[config.mk]
export PLATFORM = sky130hd
export DESIGN_NAME = temp_frame_rx
export DESIGN_NICKNAME = d
export VERILOG_FILES = /design/src/rtl/temp_frame_rx.sv
export SDC_FILE = /design/constraint.sdc
export NUM_CORES = 1
export LEC_CHECK = 0
export ABC_AREA = 1
export BUFFER_PORTS_ARGS = -buffer_cell sky130_fd_sc_hd__buf_2
export CORE_MARGIN = 1
export CORE_UTILIZATION = 50
export CTS_CLUSTER_SIZE = 16
export DETAILED_ROUTE_END_ITERATION = 8
export GPL_TIMING_DRIVEN = 0
export HOLD_SLACK_MARGIN = 0.1
export PLACE_DENSITY = 0.82
export SYNTH_ARGS = -nofsm -noshare
export SYNTH_HDL_FRONTEND = slang
export SYNTH_SLANG_ARGS = --single-unit
[constraint.sdc]
create_clock -name clk -period 1.8 [get_ports clk]
set_input_delay 0.27 -clock clk [delete_from_list [all_inputs] [get_ports clk]]
set_output_delay 0.27 -clock clk [all_outputs]
set_load 0.005 [all_outputs]
[src/rtl/temp_frame_rx.sv]
// temp_frame_rx: single-wire sensor frame deserializer.
// Line format: start(0), temp[7:0] MSB first, flip, [parity], stop(1).
// Each bit lasts BIT_CYCLES clocks. The start bit is sampled mid-bit, and
// every later bit is sampled one full bit period after the previous sample.
// Good frames update temp/flip with a one-cycle valid pulse. Bad frames
// give a one-cycle frame_err pulse and leave temp/flip untouched.
// Optional feature: define TEMP_FRAME_RX_PARITY_EN to add an even-parity
// bit after flip (XOR of temp, flip and parity must be 0).
module temp_frame_rx #(
  parameter int BIT_CYCLES = 16
) (
  input  logic       clk,
  input  logic       reset,
  input  logic       sdi,
  output logic [7:0] temp,
  output logic       flip,
  output logic       valid,
  output logic       frame_err,
  output logic       busy
);

  localparam int HALF = BIT_CYCLES >> 1;
  localparam int CW   = $clog2(BIT_CYCLES);
  localparam logic [CW-1:0] CNT_HALF = CW'(HALF - 1);
  localparam logic [CW-1:0] CNT_LAST = CW'(BIT_CYCLES - 1);

`ifdef TEMP_FRAME_RX_PARITY_EN
  typedef enum logic [2:0] {IDLE, START, DATA, FLIP, PARITY, STOP} state_t;
`else
  typedef enum logic [2:0] {IDLE, START, DATA, FLIP, STOP} state_t;
`endif

  state_t          state;
  logic [CW-1:0]   cnt;
  logic [2:0]      idx;
  logic [7:0]      shreg;
  logic            flip_cap;
  logic            half_done;
  logic            bit_done;
  logic            frame_ok;

`ifdef TEMP_FRAME_RX_PARITY_EN
  logic            par_acc;
  logic            par_bad;
  assign frame_ok = sdi & ~par_bad;
`else
  assign frame_ok = sdi;
`endif

  assign half_done = (cnt == CNT_HALF);
  assign bit_done  = (cnt == CNT_LAST);
  assign busy      = (state != IDLE);

  // Receive FSM: bit timing, deserialization, frame check and output update
  always_ff @(posedge clk) begin
    if (reset) begin
      state     <= IDLE;
      cnt       <= '0;
      idx       <= '0;
      temp      <= 8'h00;
      flip      <= 1'b0;
      valid     <= 1'b0;
      frame_err <= 1'b0;
`ifdef TEMP_FRAME_RX_PARITY_EN
      par_acc   <= 1'b0;
      par_bad   <= 1'b0;
`endif
    end else begin
      valid     <= 1'b0;
      frame_err <= 1'b0;
      case (state)
        IDLE: begin
          if (!sdi) begin
            state <= START;
            cnt   <= '0;
          end
        end
        START: begin
          if (half_done) begin
            cnt   <= '0;
            idx   <= '0;
`ifdef TEMP_FRAME_RX_PARITY_EN
            par_acc <= 1'b0;
            par_bad <= 1'b0;
`endif
            // A line that is high again mid-start-bit was only a glitch
            state <= sdi ? IDLE : DATA;
          end else begin
            cnt <= cnt + CW'(1);
          end
        end
        DATA: begin
          if (bit_done) begin
            cnt   <= '0;
            shreg <= {shreg[6:0], sdi};
            idx   <= idx + 3'd1;
`ifdef TEMP_FRAME_RX_PARITY_EN
            par_acc <= par_acc ^ sdi;
`endif
            if (idx == 3'd7) state <= FLIP;
          end else begin
            cnt <= cnt + CW'(1);
          end
        end
        FLIP: begin
          if (bit_done) begin
            cnt      <= '0;
            flip_cap <= sdi;
`ifdef TEMP_FRAME_RX_PARITY_EN
            par_acc  <= par_acc ^ sdi;
            state    <= PARITY;
`else
            state    <= STOP;
`endif
          end else begin
            cnt <= cnt + CW'(1);
          end
        end
`ifdef TEMP_FRAME_RX_PARITY_EN
        PARITY: begin
          if (bit_done) begin
            cnt     <= '0;
            par_bad <= par_acc ^ sdi;
            state   <= STOP;
          end else begin
            cnt <= cnt + CW'(1);
          end
        end
`endif
        STOP: begin
          if (bit_done) begin
            cnt   <= '0;
            state <= IDLE;
            if (frame_ok) begin
              temp  <= shreg;
              flip  <= flip_cap;
              valid <= 1'b1;
            end else begin
              frame_err <= 1'b1;
            end
          end else begin
            cnt <= cnt + CW'(1);
          end
        end
        default: begin
          state <= IDLE;
          cnt   <= '0;
        end
      endcase
    end
  end

endmodule
Yosys cells after proc, flatten, opt, wreduce, memory -nomap -nowiden
Cells that the tools add are included.

Output and inout port bits: 12. Flip-flop bits (word level): 30. Input port bits: 3. Logic and storage cells: 54.

$add $sub $neg: 2. Reductions and logical operators: 10. Equality and inequality tests: 13. Bitwise operators: 3. Mux-type cells: 17.

Operator list (count): $mux 3 (8); $pmux 3 s5 (1); $mux 4 (3); $ne 2x2->1 const B (6); $pmux 4 s3 (1); $reduce_and 3->1 (4); $eq 3x2->1 const B (2); $eq 3x3->1 const B (2); $pmux 3 s2 (1); $reduce_and 6->1 (1); $reduce_or 3->1 (2); $add 4x1->4 const B (1); $eq 4x3->1 const B (1); $eq 4x4->1 const B (1); $add 3x1->3 const B (1); $eq 3x1->1 const B (1); $logic_not 3->1 (1); $not 1->1 (3); $reduce_bool 3->1 (1); $mux 1 (2); $mux 2 (1); $reduce_bool 2->1 (1).

Longest topological paths before layout
Depth after elaboration: 4. Depth in mapped cells: 9. Mapped depth without buffers: 9.

Worst setup path after synthesis
OpenSTA, ideal clock, no wires.

Path type: reg2reg. Start: register cnt[0]. End: register shreg[0], enable pin. Cell stages (with the launch flop): 6. Arrival time: 1.320 ns. Clock period less this slack: 1.690 ns. Data required time: 1.430 ns. Setup slack: 0.110 ns. Setup time: 0.370 ns. Path buffers: 0. Path through: dfxtp_1 -> ha_1 -> nand2_1 -> nor2_2 -> nand2_1 -> nor2_1.

Cells in the longest elaborated chain, start to end: 2.

RTL lines: from (decl) (line 34) `logic [CW-1:0] cnt;`; from (signal assigned) (line 89) `cnt <= cnt + CW'(1);`; from (signal assigned) (line 102) `cnt <= cnt + CW'(1);`; from (signal assigned) (line 116) `cnt <= cnt + CW'(1);`; $eq 4x4->1 (line 51) `assign bit_done = (cnt == CNT_LAST);`; $reduce_and 3->1 (no line); to (signal assigned) (line 95) `shreg <= {shreg[6:0], sdi};`; to (decl) (line 36) `logic [7:0] shreg;`.

Every way passes these cells. A chain may end at the register's enable or synchronous reset.

Worst setup path after layout
Start: register cnt[1]. End: register shreg[4], enable pin.

The elaborated chain is that of the path after synthesis.

==> run metrics <==
Crit Path Class=flip-flop to flip-flop; most common cell after layout, fill and taps aside=nor2_1; post-layout util=0.609; Max Cap Viol=0; fmax=0.618 GHz; # H-tree levels=2; Top Ports=15; HP Class=input pin to flip-flop; Hold Vio Cnt, Final=0; CTS Hold Buffers Added=0; setup TNS=0 ns; initial DRC count=31; Inserted Clock Buffers=5; sequential share of the synthesized area=0.532; worst-margin pin slew=between 0.4 and 0.5 ns; n_diodes=0; Routed Wire Length=about 2700 µm; Final nets=195; global-route wire length before repair=4270 µm; final antenna-violating net count=0; gr usage total=0.221; Site Rows=18; count of cell types in the netlist=18; leakage=0.732 nW; RSZ-0062 raised after global routing=no; Pwr per Cell Area=approximately 1100 nW/µm²; root buffer cell=clkbuf_4; clock-pin slew on the worst setup and hold paths=0.09 ns; Max IR drop VDD=around 0.00094 V; DP Wirelength=1930 µm; Initial Util=0.529; Final Slew Violations=0; Die Wd=53.0 µm; DRC=0; synthesis-stage register bit count=30; area growth from synthesis to layout=15.1%; Synth Area per Inst=7.87 µm²; Slew HR=0.711; CTS tree=done; Port Buffers=14; RR Startpoint=cnt[1]$_SDFFE_PP0P_; Mapped Area=1300 µm²; CP Max Fanout=8; Vias/cell=5.14; minimum clock period after layout=around 1.6 ns; status=complete, no violations; final setup violation count=0; syn nets=171; CTS sink cnt=30; Worst Skew=0.00622 ns; Max Root-Sink Buffers=2; Tcrit/Tclk final=0.899; layout cells sized above 1=0.163; worst r2r dst=shreg[4]$_DFFE_PP_; Setup crit start=cnt[1]$_SDFFE_PP0P_; total core area=2450 µm²; CP required=1.81 ns; Critical Path Source Type=flip-flop; Syn Inst Count=165; Setup crit end=shreg[4]$_DFFE_PP_; initial antenna violation count=0; largest net degree at the start of global routing=11; RePlAce Congestion=between 0.8 and 0.9; Avg WL per Cell=12.1 µm; Worst EP arrival=around 1.6 ns; commonest cells after routing, fill and taps aside=nor2_1 (45), nand2_1 (32), dfxtp_1 (20), inv_1 (16), buf_2 (14); Reg2Reg Depth=5; first-pass detailed-route iteration total=4; r2r setup slk=0.18 ns; DIE AREA=2810 µm²; worst-skew pair later-pin latency=about 0.32 ns; DR vias=1,131; GRT overflow=0; Crit. End Element=flip-flop; warning count from the yosys run=0; DIE HEIGHT=53.0 µm; vias in the first global route=1,036
==> sequential cells by signal (all words and copies together) (netlist names) <==
| name | cells |
|---|---|
| temp | 8 |
| frame_err | 1 |
| flip | 1 |
| state | 3 |
| idx | 3 |
| flip_cap | 1 |
| shreg | 8 |
| valid | 1 |
| cnt | 4 |
==> per-stage QoR <==
stage | setup WS, ns | power, mW | std cells | cell area (µm²) | hold slack (ns)
4_1_cts | 0.0895 | 1.72 | 217 | 1460 | 0.168
3_5_place_dp | -0.208 | 1.35 | 209 | 1410 | 0.439
6_report | 0.182 | 1.72 | 220 | 1500 | 0.175
3_3_place_gp | -0.169 | 1.32 | 209 | 1410 | 0.433
5_1_grt | 0.0264 | 1.86 | 220 | 1500 | 0.173
2_1_floorplan | 0.110 | 1.23 | 165 | 1300 | 0.342
==> how the worst min path moves through the flow <==
| stage | start | end | slack (ns) | cells after the start |
|---|---|---|---|---|
| after floorplan | reset | state[2]$_SDFFE_PP0P_ | 0.34 | 1 |
| after global placement | shreg[2]$_DFFE_PP_ | shreg[3]$_DFFE_PP_ | 0.43 | 0 |
| after detailed placement | shreg[6]$_DFFE_PP_ | shreg[7]$_DFFE_PP_ | 0.44 | 0 |
| after CTS | reset | state[2]$_SDFFE_PP0P_ | 0.17 | 2 |
| after global routing | sdi | frame_err$_SDFF_PP0_ | 0.17 | 2 |
| final | reset | state[2]$_SDFFE_PP0P_ | 0.18 | 2 |
==> cell families after synthesis <==
kind of cell / count (synthesis) / synth area share
and+or+nand+nor: 99 / 0.329
adders and majority gates: 3 / 0.0289
buffers and inverters: 18 / 0.0520
AOI/OAI and AO/OA: 15 / 0.0578
DFF: 30 / 0.532
==> cell usage after synthesis <==
master	instances	share of area
o21ai_0	13	0.050
nand4_1	3	0.014
dfxtp_1	21	0.32
nand2_1	32	0.092
inv_1	16	0.046
ha_1	3	0.029
nand3b_1	1	0.0058
nor3_4	1	0.013
nor2_4	1	0.0087
nor2_1	46	0.13
inv_2	1	0.0029
nor2_2	1	0.0048
nor3_1	1	0.0038
nand3_1	12	0.046
nand3_2	1	0.0077
clkbuf_1	1	0.0029
edfxtp_1	9	0.21
a21oi_1	2	0.0077
==> cell type report <==
class	count	area (µm²)
Clock inverter	2	8.76
Timing Repair Buffer	17	92.6
Clock buffer	6	41.3
Fill cell	218	960
Tap cell	30	37.5
Multi-Input combinational cell	117	556
Inverter	17	63.8
Buffer	1	3.75
Sequential cell	30	692
==> critical path: stages, from the launching register on <==
cell and delay [ns]:
dfxtp_1 0.38, ha_2 0.23, nand2_1 0.13, nor2_4 0.16
nand2_1 0.13, nor2_4 0.26
==> metal layers <==
| layer | track usage | vias up | wire length, µm |
|---|---|---|---|
| met5 | 0 | - | 0 |
| met4 | 0.0877 | 0 | 54 |
| met3 | 0.0805 | 9 | 143 |
| met2 | 0.376 | 28 | 1300 |
| met1 | 0.247 | 514 | 1170 |
| li1 | - | 580 | - |
==> report_power, final <==
group	switching (mW)	total, mW	internal, mW
Sequential	0.0749	0.832	0.757
Combinational	0.331	0.518	0.188
Clock	0.220	0.367	0.146
==> what timing repair did <==
item | in CTS | in global routing
setup endpoints to repair | 8 | 17
gates resized for setup | 2 | 3
buffers inserted | 0 | 3
pin swaps | 0 | 2
(Power assumes the default switching activity.)
